File: config.mk
export PLATFORM = sky130hd
export DESIGN_NAME = v_upd_issue_flat
export DESIGN_NICKNAME = d
export VERILOG_FILES = /design/src/rtl/v_pkg.sv /design/src/rtl/v_upd_issue_if.sv /design/src/rtl/v_upd_issue.sv /design/src/flat_wrapper.sv
export SDC_FILE = /design/constraint.sdc
export NUM_CORES = 1
export LEC_CHECK = 0
export CAP_MARGIN = 40
export CORE_MARGIN = 2
export CORE_UTILIZATION = 49
export DETAILED_ROUTE_END_ITERATION = 10
export PLACE_DENSITY = 0.74
export REMOVE_ABC_BUFFERS = 1
export SETUP_SLACK_MARGIN = 0.15
export SLEW_MARGIN = 10
export SYNTH_ARGS = -nofsm -noshare
export SYNTH_HDL_FRONTEND = slang
export SYNTH_SLANG_ARGS = --single-unit
File: constraint.sdc
create_clock -name clk -period 2 [get_ports clk]
set_clock_uncertainty 0.1 [all_clocks]
set_input_delay 0.5 -clock clk [delete_from_list [all_inputs] [get_ports clk]]
set_output_delay 0.5 -clock clk [all_outputs]
set_load 0.02 [all_outputs]
File: src/rtl/v_pkg.sv
// Shared payload types for the List Update Bus.
package v_pkg;

    typedef logic [3:0] id_t;
    typedef logic [1:0] cmd_t;
    typedef logic [7:0] key_t;
    typedef logic [3:0] size_t;

    // One buffered request / one issued update, packed in bus field order.
    typedef struct packed {
        id_t   prod_id;
        cmd_t  cmd;
        key_t  key;
        size_t size;
    } entry_t;

endpackage

File: src/rtl/v_upd_issue_if.sv
// Request handshake and update bus bundle for v_upd_issue.
//
// Request side: a request transfers on a rising clock edge where
// i_req_vld && o_req_rdy. The producer holds payload stable while
// i_req_vld is high and not yet accepted; o_req_rdy never depends on
// i_req_vld. The update side is valid-only: o_upd_vld_r is a one-cycle
// pulse per update and the consumer cannot stall it.
interface v_upd_issue_if #(
    parameter int FIFO_DEPTH = 4
) ();
    localparam int LW = $clog2(FIFO_DEPTH + 1);

    logic          i_req_vld;
    v_pkg::id_t    i_req_prod_id;
    v_pkg::cmd_t   i_req_cmd;
    v_pkg::key_t   i_req_key;
    v_pkg::size_t  i_req_size;
    logic          o_req_rdy;
    logic          i_upd_hold;
    logic          o_upd_vld_r;
    v_pkg::id_t    o_upd_prod_id_r;
    v_pkg::cmd_t   o_upd_cmd_r;
    v_pkg::key_t   o_upd_key_r;
    v_pkg::size_t  o_upd_size_r;
    logic [LW-1:0] o_level_r;
    logic          o_empty;

    modport master (
        output i_req_vld, i_req_prod_id, i_req_cmd, i_req_key, i_req_size,
        output i_upd_hold,
        input  o_req_rdy, o_upd_vld_r, o_upd_prod_id_r, o_upd_cmd_r,
        input  o_upd_key_r, o_upd_size_r, o_level_r, o_empty
    );

    modport slave (
        input  i_req_vld, i_req_prod_id, i_req_cmd, i_req_key, i_req_size,
        input  i_upd_hold,
        output o_req_rdy, o_upd_vld_r, o_upd_prod_id_r, o_upd_cmd_r,
        output o_upd_key_r, o_upd_size_r, o_level_r, o_empty
    );
endinterface

File: src/rtl/v_upd_issue.sv
// Update issuer: buffers accepted requests in a FIFO and issues them onto
// the valid-only update bus with a programmable minimum spacing and hold.
module v_upd_issue #(
    parameter int FIFO_DEPTH = 4,
    parameter int ISSUE_GAP  = 3
) (
    input  logic         clk,
    input  logic         rst_n,
    v_upd_issue_if.slave bus
);
    localparam int PW = $clog2(FIFO_DEPTH);
    localparam int LW = $clog2(FIFO_DEPTH + 1);
    localparam int GW = (ISSUE_GAP > 1) ? $clog2(ISSUE_GAP) : 1;

    localparam logic [LW-1:0] FULL_LVL = LW'(FIFO_DEPTH);
    localparam logic [GW-1:0] GAP_LOAD = GW'(ISSUE_GAP - 1);

    v_pkg::entry_t mem [FIFO_DEPTH];
    v_pkg::entry_t wdata;
    v_pkg::entry_t head;
    logic [PW-1:0] wptr;
    logic [PW-1:0] rptr;
    logic [LW-1:0] level;
    logic [GW-1:0] gap_cnt;
    logic          rdy;
    logic          push;
    logic          issue;

    // Ready comes from the registered level only, so a slot freed by an
    // issue is offered to the producer one cycle later.
    assign rdy   = (level != FULL_LVL);
    assign push  = bus.i_req_vld && rdy;
    assign issue = (level != '0) && (gap_cnt == '0) && !bus.i_upd_hold;

    assign wdata = '{prod_id: bus.i_req_prod_id, cmd: bus.i_req_cmd,
                     key: bus.i_req_key, size: bus.i_req_size};
    assign head  = mem[rptr];

    assign bus.o_req_rdy = rdy;
    assign bus.o_level_r = level;
    assign bus.o_empty   = (level == '0);

    // Storage array: no reset needed, stale entries are unreachable once
    // the pointers and level are cleared.
    always_ff @(posedge clk) begin
        if (push) begin
            mem[wptr] <= wdata;
        end
    end

    // Pointers and occupancy; simultaneous push and issue leave level unchanged.
    always_ff @(posedge clk or negedge rst_n) begin
        if (!rst_n) begin
            wptr  <= '0;
            rptr  <= '0;
            level <= '0;
        end else begin
            if (push) begin
                wptr <= wptr + PW'(1);
            end
            if (issue) begin
                rptr <= rptr + PW'(1);
            end
            unique case ({push, issue})
                2'b10:   level <= level + LW'(1);
                2'b01:   level <= level - LW'(1);
                default: level <= level;
            endcase
        end
    end

    // Spacing counter: reloaded on issue, counts down regardless of hold.
    always_ff @(posedge clk or negedge rst_n) begin
        if (!rst_n) begin
            gap_cnt <= '0;
        end else if (issue) begin
            gap_cnt <= GAP_LOAD;
        end else if (gap_cnt != '0) begin
            gap_cnt <= gap_cnt - GW'(1);
        end
    end

    // Update bus registers: valid pulses for one cycle, payload holds the
    // last issued value between pulses.
    always_ff @(posedge clk or negedge rst_n) begin
        if (!rst_n) begin
            bus.o_upd_vld_r     <= 1'b0;
            bus.o_upd_prod_id_r <= '0;
            bus.o_upd_cmd_r     <= '0;
            bus.o_upd_key_r     <= '0;
            bus.o_upd_size_r    <= '0;
        end else begin
            bus.o_upd_vld_r <= issue;
            if (issue) begin
                bus.o_upd_prod_id_r <= head.prod_id;
                bus.o_upd_cmd_r     <= head.cmd;
                bus.o_upd_key_r     <= head.key;
                bus.o_upd_size_r    <= head.size;
            end
        end
    end

endmodule

File: src/flat_wrapper.sv
// flat-port wrapper written by rule: the top's interface ports become plain ports
module v_upd_issue_flat 
#(
    parameter int FIFO_DEPTH = 4,
    parameter int ISSUE_GAP  = 3
)
  (clk, rst_n, bus_i_req_vld, bus_i_req_prod_id, bus_i_req_cmd, bus_i_req_key, bus_i_req_size, bus_i_upd_hold, bus_o_req_rdy, bus_o_upd_vld_r, bus_o_upd_prod_id_r, bus_o_upd_cmd_r, bus_o_upd_key_r, bus_o_upd_size_r, bus_o_level_r, bus_o_empty);
  v_upd_issue_if #(.FIFO_DEPTH(FIFO_DEPTH)) bus_i ();
  input  logic clk;
  input  logic rst_n;
  input wire logic [$bits(bus_i.i_req_vld)-1:0] bus_i_req_vld;
  input wire logic [$bits(bus_i.i_req_prod_id)-1:0] bus_i_req_prod_id;
  input wire logic [$bits(bus_i.i_req_cmd)-1:0] bus_i_req_cmd;
  input wire logic [$bits(bus_i.i_req_key)-1:0] bus_i_req_key;
  input wire logic [$bits(bus_i.i_req_size)-1:0] bus_i_req_size;
  input wire logic [$bits(bus_i.i_upd_hold)-1:0] bus_i_upd_hold;
  output wire logic [$bits(bus_i.o_req_rdy)-1:0] bus_o_req_rdy;
  output wire logic [$bits(bus_i.o_upd_vld_r)-1:0] bus_o_upd_vld_r;
  output wire logic [$bits(bus_i.o_upd_prod_id_r)-1:0] bus_o_upd_prod_id_r;
  output wire logic [$bits(bus_i.o_upd_cmd_r)-1:0] bus_o_upd_cmd_r;
  output wire logic [$bits(bus_i.o_upd_key_r)-1:0] bus_o_upd_key_r;
  output wire logic [$bits(bus_i.o_upd_size_r)-1:0] bus_o_upd_size_r;
  output wire logic [$bits(bus_i.o_level_r)-1:0] bus_o_level_r;
  output wire logic [$bits(bus_i.o_empty)-1:0] bus_o_empty;
  assign bus_i.i_req_vld = bus_i_req_vld;
  assign bus_i.i_req_prod_id = bus_i_req_prod_id;
  assign bus_i.i_req_cmd = bus_i_req_cmd;
  assign bus_i.i_req_key = bus_i_req_key;
  assign bus_i.i_req_size = bus_i_req_size;
  assign bus_i.i_upd_hold = bus_i_upd_hold;
  assign bus_o_req_rdy = bus_i.o_req_rdy;
  assign bus_o_upd_vld_r = bus_i.o_upd_vld_r;
  assign bus_o_upd_prod_id_r = bus_i.o_upd_prod_id_r;
  assign bus_o_upd_cmd_r = bus_i.o_upd_cmd_r;
  assign bus_o_upd_key_r = bus_i.o_upd_key_r;
  assign bus_o_upd_size_r = bus_i.o_upd_size_r;
  assign bus_o_level_r = bus_i.o_level_r;
  assign bus_o_empty = bus_i.o_empty;
  v_upd_issue #(.FIFO_DEPTH(FIFO_DEPTH), .ISSUE_GAP(ISSUE_GAP)) u_core (.clk(clk), .rst_n(rst_n), .bus(bus_i));
endmodule
==> reports/metrics.yaml <==
grt:
  track_usage_pct: 15.8
  antenna_found_initial: 0
  grt_max_degree: 29
  grt_pass1_wl_um: 9840
  grt_pass1_vias: 1901
  overflow: 0
cells_and_area:
  drive_gt1_share_pct: 36.0
  nets: 285
  area_growth_pct: 27.8
  stdcell_count: 363
  diodes: 0
logic_synthesis:
  ys_seq_elements: 100
  synth_largest_area_cell: "edfxtp_1"
  ys.flop_type: "edfxtp_1"
  ys_types: 23
  syn_avg_cell_area_um2: 21.4
  ys_async_sr_fraction_pct: 28.0
  synth_seq_area_share_pct: 74.8
  synth_common_cells: "edfxtp_1 (72), dfrtp_1 (28), mux2_2 (18), mux4_2 (18), inv_1 (8)"
  synth_edf_count: 72
  synth_most_common_cell: "edfxtp_1"
  ys_warn_count: 0
  netlist.area_leader.share_pct: 56.5
  syn_area_um2: 3830
  netlist_instances: 179
  synthTopCellsByArea: "edfxtp_1 (56%), dfrtp_1 (18%), mux4_2 (11%), mux2_2 (5.3%), ha_1 (2.0%)"
clock_tree:
  path_clk_slew_ns: 0.09
  cts_buffer_depth: 2
  clock_sinks: 100
  cts_root_buf: "clkbuf_8"
  htreeDepth: 3
  clock_latency_ns: 0.35
  cts_hold_buf: 0
  cts_buffers: 9
  cts_tree: "done"
worst_setup_path:
  critical_path_class: "flip-flop to flip-flop"
  path_max_fanout: 2
  startpoint_type: "flip-flop"
  cp_data_required_time_ns: 2.19
  crit_arrival_ns: 2.27
  slowest_stage: "or3b_4"
  max_stage_delay_ns: 0.40
  crit_chain: "or3b_4, and2_4, inv_2, ha_4, inv_2, fa_2, xor2_1, nor2_1, xor2_1"
  critPathCaptureType: "flip-flop"
sta:
  fin_crit_sh_pct: 104
  max_freq_ghz: 0.479
  setup_viol: 2
  slew-limit-headroom_pct: 74.1
  period_needed_ns: 2.09
  hold_viol: 0
  rsz0062_at_grt: "true"
  final.setup.worst_slack_ns: -0.0888
  tns_ns: -0.139
  drv_slew: 0
  tightest_slew_ns: 0.389
run_status:
  outcome: "complete, but fails checks"
  violations: "negative setup slack"
floorplan:
  start_util_pct: 50.1
  dieHeight_um: 92.4
  core_um2: 7650
  dieArea_um2: 8540
  io_pins: 46
  die_w_um: 92.4
  num_rows: 32
placement:
  place_inst: 341
  io_buffers: 45
  dp_hpwl_um: 3800
  place_congestion: 0.796
hold_path:
  min_path_type: "flip-flop to flip-flop"
drt:
  drt_first_pass_iters: 4
  ant_nets: 0
  routedWlPerCell_um: 17.2
  drc: 0
  via_count: 1832
  wl_um: 6260
  dr.first_iter.drc_count: 75
  vias_per_cell: 5.05
power:
  p_leak_nw: 1.85
  power_density_nw_per_um2: 1470
  peakVddDrop_mv: 0.755
flow_run:
  maxCapViolCount: 0
[area by class of cell]
cell class                 count  area, um2
sequential                   100       2860
fill                         538       2750
multi-input combinational     65        918
timing repair buffer          72        726
tap                          102        128
clock buffer                   9        124
clock inverter                 7        106
inverter                       8       30.0
[final timing paths]
path / start / endpoint / slack [ns] / cells after the start
setup / recovery: u_core.bus.o_level_r[1]$_DFFE_PN0P_ / u_core.bus.o_level_r[2]$_DFFE_PN0P_ / -0.09 / 9
hold / removal: u_core.bus.o_upd_key_r[2]$_DFFE_PN0P_ / u_core.bus.o_upd_key_r[2]$_DFFE_PN0P_ / 0.41 / 1
setup reg to reg: u_core.bus.o_level_r[1]$_DFFE_PN0P_ / u_core.bus.o_level_r[2]$_DFFE_PN0P_ / -0.09 / 9
hold reg to reg: u_core.bus.o_upd_key_r[2]$_DFFE_PN0P_ / u_core.bus.o_upd_key_r[2]$_DFFE_PN0P_ / 0.41 / 1
max in group asynchronous: rst_n / u_core.bus.o_upd_cmd_r[0]$_DFFE_PN0P_ / 1.09 / 2
min in group asynchronous: rst_n / u_core.gap_cnt[1]$_DFFE_PN0P_ / 0.42 / 2
[power breakdown]
group	internal, mW	total (mW)	switching [mW]
registers	2.84	3.05	0.206
logic	1.46	2.73	1.27
clock network	0.726	1.42	0.693
total	5.03	7.20	2.17
[critical path, delay by kind of cell, from the launching register on]
kind | cells | cell delay (ns)
AND/OR/NAND/NOR | 3 | 0.66
adder cells (fa/ha/maj) | 2 | 0.48
flip-flops | 1 | 0.39
XOR/XNOR | 2 | 0.29
buffers and inverters | 2 | 0.10
[layout by cell type, fill, tap and decap left out, drive strengths merged, types with 4 or more instances in the layout]
| cell type | synthesis | routed |
|---|---|---|
| edfxtp | 72 | 72 |
| ha | 6 | 6 |
| clkdlybuf4s50 | 0 | 21 |
| buf | 6 | 28 |
| dfrtp | 28 | 28 |
| dlygate4sd2 | 0 | 21 |
| and3 | 4 | 4 |
| clkbuf | 0 | 10 |
| inv | 8 | 11 |
| xor2 | 4 | 4 |
| mux2 | 19 | 19 |
| mux4 | 18 | 18 |
[state kept, by name, summed over array words and instances, names as in the netlist]
signal                      flops
u_core.bus.o_upd_vld_r          1
u_core.rptr                     2
u_core.bus.o_upd_size_r         4
u_core.wptr                     2
u_core.bus.o_upd_key_r          8
u_core.bus.o_upd_cmd_r          2
u_core.bus.o_level_r            3
u_core.mem                     72
u_core.bus.o_upd_prod_id_r      4
u_core.gap_cnt                  2
[metrics by stage]
step	instance area (um2)	utilization [%]	total power [mW]	hold slack, ns	setup WS, ns
floorplan	3780	-	4.64	0.104	-0.869
global placement	4590	60.0	5.81	0.388	-0.363
detailed placement	4590	60.0	5.87	0.395	-0.400
CTS	4820	63.0	7.18	0.414	-0.0961
global route	4890	64.0	7.61	0.434	-0.173
finish	4890	64.0	7.20	0.406	-0.0888
[repair_timing]
item,4_1_cts,5_1_grt
hold endpoints to repair,0,0
endpoints found under the setup margin,26,24
gates cloned,0,1
resized for setup,40,6
pin swaps,7,5
buffers inserted,1,4
[per-layer routing]
metal	track usage, %	part of all wire (%)
met5	0	0
met4	7.21	2.0
met3	4.07	4.0
met2	26.3	53
met1	19.6	41
[kinds of logic (layout without fill, tap and decap cells)]
logic type      after synthesis  count (layout)  share of synthesized area, %
flops                       100             100                          74.8
mux                          39              39                          16.8
buf+inv                      14              96                          1.96
simple gates                 11              11                          2.35
fa+ha+maj                     7               7                          2.48
xor+xnor                      6               6                          1.37
compound gates                2               2                         0.261
Note: power is estimated with default switching activity, not from simulation.
